### config.mk
export PLATFORM = sky130hd
export DESIGN_NAME = sram_mem_responder
export DESIGN_NICKNAME = d
export VERILOG_FILES = /design/src/rtl/sram_mem_responder.sv
export SDC_FILE = /design/constraint.sdc
export NUM_CORES = 1
export LEC_CHECK = 0
export ABC_AREA = 0
export BUFFER_PORTS_ARGS = -buffer_cell sky130_fd_sc_hd__buf_2
export CAP_MARGIN = 10
export CORE_MARGIN = 3
export CORE_UTILIZATION = 45
export DETAILED_ROUTE_END_ITERATION = 10
export PLACE_DENSITY = 0.76
export SLEW_MARGIN = 10
export SYNTH_ARGS = -nofsm -noshare
export SYNTH_HDL_FRONTEND = slang
export SYNTH_SLANG_ARGS = --single-unit
### constraint.sdc
create_clock -name clk -period 1.6 [get_ports clk]
set_input_delay 0.32 -clock clk [delete_from_list [all_inputs] [get_ports clk]]
set_output_delay 0.32 -clock clk [all_outputs]
set_load 0.03 [all_outputs]
### src/rtl/sram_mem_responder.sv
// MEM-stage data responder: turns one 32-bit load/store into two halfword
// accesses on a 16-bit asynchronous SRAM and holds ready low until both are done.
module sram_mem_responder #(
    parameter logic [31:0] BASE_ADDR     = 32'd1024,
    parameter int          ACCESS_CYCLES = 2,
    parameter int          SRAM_AW       = 18
) (
    input  logic               clk,
    input  logic               rst,
    input  logic               rd_en,
    input  logic               wr_en,
    input  logic [31:0]        address,
    input  logic [31:0]        write_data,
    output logic [31:0]        read_data,
    output logic               ready,
    output logic [SRAM_AW-1:0] sram_addr,
    output logic [15:0]        sram_dq_out,
    output logic               sram_dq_oe,
    input  logic [15:0]        sram_dq_in,
    output logic               sram_we_n,
    output logic               sram_oe_n,
    output logic [1:0]         o_dbg_state
);

    localparam int CW = (ACCESS_CYCLES > 1) ? $clog2(ACCESS_CYCLES) : 1;
    localparam logic [CW-1:0] LAST = CW'(ACCESS_CYCLES - 1);

    typedef enum logic [1:0] {
        S_IDLE = 2'd0,
        S_LO   = 2'd1,
        S_HI   = 2'd2,
        S_DONE = 2'd3
    } state_t;

    state_t             r_state;
    state_t             w_state_nxt;
    logic [CW-1:0]      r_cnt;
    logic [CW-1:0]      w_cnt_nxt;
    logic               r_is_wr;
    logic [SRAM_AW-2:0] r_word_idx;
    logic [31:0]        r_wdata;
    logic [31:0]        r_read_data;
    logic [SRAM_AW-1:0] r_sram_addr;

    logic               w_req;
    logic               w_last;
    logic               w_active;
    logic [SRAM_AW-2:0] w_word_idx;

    assign w_req      = rd_en | wr_en;
    assign w_last     = (r_cnt == LAST);
    assign w_active   = (r_state == S_LO) || (r_state == S_HI);
    // Offset out of range simply wraps inside the SRAM; address[1:0] falls off in the shift.
    assign w_word_idx = (SRAM_AW-1)'((address - BASE_ADDR) >> 2);

    // State register
    always_ff @(posedge clk or negedge rst) begin
        if (!rst) begin
            r_state <= S_IDLE;
            r_cnt   <= '0;
        end else begin
            r_state <= w_state_nxt;
            r_cnt   <= w_cnt_nxt;
        end
    end

    // Next-state logic
    always_comb begin
        w_state_nxt = r_state;
        w_cnt_nxt   = r_cnt;
        case (r_state)
            S_IDLE: begin
                w_cnt_nxt = '0;
                if (w_req) w_state_nxt = S_LO;
            end
            S_LO: begin
                if (w_last) begin
                    w_state_nxt = S_HI;
                    w_cnt_nxt   = '0;
                end else begin
                    w_cnt_nxt = r_cnt + 1'b1;
                end
            end
            S_HI: begin
                if (w_last) begin
                    w_state_nxt = S_DONE;
                    w_cnt_nxt   = '0;
                end else begin
                    w_cnt_nxt = r_cnt + 1'b1;
                end
            end
            default: begin
                w_state_nxt = S_IDLE;
                w_cnt_nxt   = '0;
            end
        endcase
    end

    // Request latch, SRAM address and read capture
    always_ff @(posedge clk or negedge rst) begin
        if (!rst) begin
            r_is_wr     <= 1'b0;
            r_word_idx  <= '0;
            r_wdata     <= '0;
            r_read_data <= '0;
            r_sram_addr <= '0;
        end else begin
            if (r_state == S_IDLE && w_req) begin
                r_is_wr     <= wr_en;
                r_word_idx  <= w_word_idx;
                r_wdata     <= write_data;
                r_sram_addr <= {w_word_idx, 1'b0};
            end
            if (r_state == S_LO && w_last) begin
                r_sram_addr <= {r_word_idx, 1'b1};
                if (!r_is_wr) r_read_data[15:0] <= sram_dq_in;
            end
            if (r_state == S_HI && w_last && !r_is_wr) begin
                r_read_data[31:16] <= sram_dq_in;
            end
        end
    end

    // Output logic; we_n rises on the last cycle of each half so address/data hold past the strobe
    always_comb begin
        ready       = 1'b0;
        sram_we_n   = 1'b1;
        sram_oe_n   = 1'b1;
        sram_dq_oe  = 1'b0;
        sram_dq_out = '0;
        case (r_state)
            S_IDLE: ready = ~w_req;
            S_DONE: ready = 1'b1;
            default: ready = 1'b0;
        endcase
        if (w_active) begin
            if (r_is_wr) begin
                sram_dq_oe  = 1'b1;
                sram_we_n   = w_last;
                sram_dq_out = (r_state == S_LO) ? r_wdata[15:0] : r_wdata[31:16];
            end else begin
                sram_oe_n = 1'b0;
            end
        end
    end

    assign read_data   = r_read_data;
    assign sram_addr   = r_sram_addr;
    assign o_dbg_state = r_state;

endmodule

Word level (Yosys, flattened, before mapping). Cells that the tools add are included.

Bitwise operators: 3. Divide/modulo/power cells: 0. Muxes and demuxes: 17. Magnitude comparators: 0. Multiply operators: 0. Reductions and logical operators: 11. Add/sub/neg operators: 2. Eq/ne operators: 6. Shift-type cells: 0.

Operator list (count): 16-bit 2-to-1 mux (3); 18-bit 2-to-1 mux (2); 19-bit by 11-bit subtractor with 19-bit output (second input constant) (1); 1-bit 2-to-1 mux (7); 2-bit 2-to-1 mux (3); 2-bit != test (second input constant) (3); 2-bit case mux with 3 select lines (1); 2-bit == test (second input constant) (2); 1-bit logical AND (4); 3-bit AND reduction (1); 2-bit by 1-bit == test with 1-bit output (second input constant) (1); 2-bit zero test (1); 1-bit inverter (2); 1-bit case mux with 2 select lines (1); 2-bit AND reduction (1); 2-bit nonzero test (1); 2-bit OR reduction (1); 1-bit adder (second input constant) (1); 1-bit zero test (1); 1-bit logical OR (1); 1-bit bitwise OR (1).

ROM bits: 0. Bits in latches: 0. Memories kept: 0. Flip-flop bits (word level): 103. Input bits: 84. RAM bits: 0.

Longest topological paths before layout.
Depth after elaboration: 4. Depth in mapped cells: 7.

Worst setup path after synthesis. OpenSTA, ideal clock, no wires.

Path kind: register -> output. Start: reg r_state[0] (netlist: o_dbg_state[0]). End: out sram_dq_out[10]. Required time: 1280 ps. Arrival time: 1806 ps. Setup slack: -526 ps. Stages on the path, launching flop included: 6. Cells stage by stage: dfrtp_1 -> inv_1 -> ha_1 -> nand2_1 -> clkbuf_1 -> nor2_1.

Cells in the longest elaborated chain, start to end: 4.

Ends and longest elaborated chain: start, declared (RTL line 35) `state_t r_state;`; start signal, assigned (RTL line 62) `r_state <= w_state_nxt;`; 2-bit by 1-bit == test with 1-bit output (RTL line 52, 140); 16-bit 2-to-1 mux (RTL line 140) `sram_dq_out = (r_state == S_LO) ? r_wdata[15:0] : r_wdata[31:16];`; 16-bit 2-to-1 mux (RTL line 137) `if (r_is_wr) begin`; 16-bit 2-to-1 mux * (RTL line 136) `if (w_active) begin`; end, declared (RTL line 17) `output logic [15:0] sram_dq_out,`.

Mark *: on every way between the ends. The rest lies on a longest branch, timed or not.

Final worst setup path.
Start: reg r_state[1] (netlist: o_dbg_state[1]). End: out sram_dq_out[2].

Same word-level chain as after synthesis.

==> summary.md <==
| Metric | Value |
|---|---|
| Row count | 35 |
| PD cells | about 2400 mW/mm2 |
| Slowest CP cell | dfrtp_2 |
| PnR worst setup slack | -0.406 ns |
| Min Tclk post-route | 2.01 ns |
| Initial antenna violation count | 0 |
| Vias in the first global route | 3,587 |
| Mapped Cells | 433 |
| Crit-path max FO | 4 |
| Gr usage total | 0.197 |
| Clock Tree Buf Depth | 2 |
| Worst r2r src | o_dbg_state[0] |
| TritonCTS clock tree | yes |
| Starting density of the core | 0.473 |
| Post-synth ARST share | 1.00 |
| Worst Tran Pin Value | ~0.44 ns |
| Arr. time, crit path | between 1.5 and 2 ns |
| Status | finished with violations |
| Syn nets | ~520 |
| Failing checks | setup timing |
| Worst R2R End | read_data[11] |
| First DRT Iteration DRCs | 159 |
| Ys flop type | dfrtp_1 |
| Core ar. | 0.00942 mm2 |
| Nets@finish | roughly 700 |
| Pre-Repair DR Iteration Count | 4 |
| Max incr delay on CP | approximately 0.42 ns |
| Post-DP Area | 0.00557 mm2 |
| Highest ir drop seen on vdd | about 1.0 mV |
| # IOs | approximately 160 |
| Library cells used by synthesis | 35 |
| Worst path cell trace | inv_2 -> ha_4 -> buf_8 -> mux2i_4 -> nor2_4 -> buf_6 |
| Input/output buffers | 140 |
| WL met2 | ~5.5 mm |
| Post-Route WL | 11.1 mm |
| Synthesis warning total | 0 |
| Worst R2R Setup Slack | -0.08 ns |
| Average size of a mapped cell | 10.3 um2 |
| Critical Path RT | 1.28 ns |
| Clock Tree Root | clkbuf_8 |
| Hold depth | 3 |
| Seq/Total Area, Yosys | 0.579 |
| Critical Path Source Type | flip-flop |
| Clk_lat worst skew | ~0.35 ns |
| Worst Clk Skew | ~0.013 ns |
| Crit. End Element | output port |
| # Max-Cap Violations | 0 |
| Routed vias/inst | 4.98 |
| Post-route ant nets | 0 |
| Die area | between 0.01 and 0.015 mm2 |
| Worst hold path type | input port to flip-flop |
| Post-synth EDFFs | 0 |
| Via count | 3,616 |
| Slew headroom | 0.708 |
| Syn-to-layout area delta | 42.9% |
| GRT Residual Overflow | 0 |
| Tcrit/Tclk final | 1.25 |
| First-pass GRT wire length | around 18 mm |
| Max-slew violations | 0 |
| Flops & latches, synth | 103 |
| Metal3 WL | around 550 um |
| Post-layout util | 0.675 |
| # DRC | 0 |
| N_diodes | 0 |
| Cell area after layout | between 0.006 and 0.007 mm2 |
| Share of cells above drive strength 1 | 0.456 |
| Hold_sp | write_data[22] |
| Static leakage | between 3 and 4 nW |
| Vert. Die Dim | 105 um |
| Worst hold endpoint | r_wdata[22] |
| Largest net degree at the start of global routing | 42 |
| GP Congestion | 0.806 |
| Die X | 105 um |
| DR WL/cell | 15.3 um |
| Hold slack | 0.147 ns |
| Top sig layer | met4 |
| Final Hold Fails | 0 |
| FMAX | 498 MHz |
| Crit-path leading delay family | flip-flops |
| Routed length on met1 | about 4.9 mm |
| Synthesized area | 0.00445 mm2 |
| Final setup violating endpoints | 37 |
| Worst reg2reg path depth | 6 |
| Hpwl dp | 7.40 mm |
| Cts bufs inserted | 9 |
| Worst Path Buf+Inv | 3 |
| CP Class | flip-flop to output port |
| Clock transition at path regs | around 0.10 ns |
| H-tree Lvls | 3 |
| Clk sinks | roughly 100 |
| RSZ-0062 raised after global routing | true |
[through the flow]
step                      TNS [ns]  total power (W)  setup WS (ns)  instances
final                        -8.43           0.0152         -0.406        726
after global routing        -10.67           0.0161         -0.470        726
after CTS                    -8.55           0.0148         -0.411        723
after detailed placement     -5.02           0.0120         -0.181        697
after global placement       -4.06           0.0117         -0.157        697
after floorplan              -1.19          0.00993         -0.144        433
[registers in the layout (all words and copies together) (netlist names)]
name / cells
read_data: 32
o_dbg_state: 2
sram_addr: 18
r_word_idx: 17
r_wdata: 32
r_cnt: 1
r_is_wr: 1
[synthesized netlist by cell type (4+ instances only)]
cell	n	area share
nand2_1	145	0.12
dfrtp_1	103	0.58
nor2_1	46	0.039
mux2_2	23	0.058
mux2i_1	16	0.036
o21ai_0	15	0.017
buf_2	11	0.012
mux2_4	10	0.034
a31oi_1	8	0.011
clkbuf_1	7	0.0059
a21oi_1	6	0.0067
ha_1	5	0.014
inv_1	5	0.0042
a21o_1	4	0.0067
[per-layer routing]
layer	GRT usage	vias to the layer above
li1	-	1728
met1	0.259	1772
met2	0.333	103
met3	0.0416	13
met4	0.0459	0
met5	0	-
[logic make-up (layout without fill, tap and decap cells)]
logic type | Yosys count | after routing | share of synthesized area
and+or+nand+nor | 204 | 204 | 0.184
DFF | 103 | 103 | 0.579
muxes | 49 | 49 | 0.128
AOI/OAI and AO/OA | 42 | 42 | 0.0576
buffers and inverters | 27 | 191 | 0.0312
adders and majority gates | 5 | 5 | 0.0141
xor gates and xnor gates | 3 | 3 | 0.00591
[cell usage in the layout, fill, tap and decap left out, types with 4 or more instances in the layout]
master / instances
nor2_1: 27
nor2_4: 17
o21ai_1: 5
mux2_2: 21
mux2_4: 12
nand2_1: 143
buf_6: 25
a21o_1: 4
a21oi_1: 4
mux2i_4: 12
buf_2: 119
clkbuf_8: 10
dfrtp_1: 101
o21ai_0: 9
a31oi_1: 8
buf_4: 10
buf_12: 9
[worst min-delay path, cell delays in order]
cell and delay, ns:
buf_2 0.07, nand2_1 0.04, nand2_1 0.04
[worst max-delay path by stage]
stage	from	endpoint	slack, ns	cells past startpoint
final	o_dbg_state[1]	sram_dq_out[2]	-0.41	6
after global routing	o_dbg_state[1]	sram_dq_out[2]	-0.47	7
after CTS	o_dbg_state[1]	sram_dq_out[4]	-0.41	7
after detailed placement	o_dbg_state[1]	read_data[6]	-0.18	5
after global placement	o_dbg_state[1]	read_data[13]	-0.16	5
after floorplan	o_dbg_state[1]	sram_dq_out[5]	-0.14	6
[area by class of cell]
class	count	area (um2)
Fill cell	711	3060
Sequential cell	103	2580
Multi-Input combinational cell	303	2110
Timing Repair Buffer	170	1270
Tap cell	129	161
Clock buffer	10	138
Clock inverter	6	76.3
Inverter	5	22.5
[power by group]
| part | internal (W) | switching, W |
|---|---|---|
| sequential | 0.00392 | 0.000924 |
| clock | 0.000791 | 0.000916 |
| combinational | 0.00373 | 0.00492 |
| total | 0.00845 | 0.00676 |
[repair_timing]
item	in CTS	in global routing
setup endpoints to repair	51	83
pin swaps	7	2
setup buffers	7	2
cloned	2	1
hold buffers	1	0
gates resized for setup	68	29
hold endpoints to repair	30	0
Power figures use the tool's default switching activity.
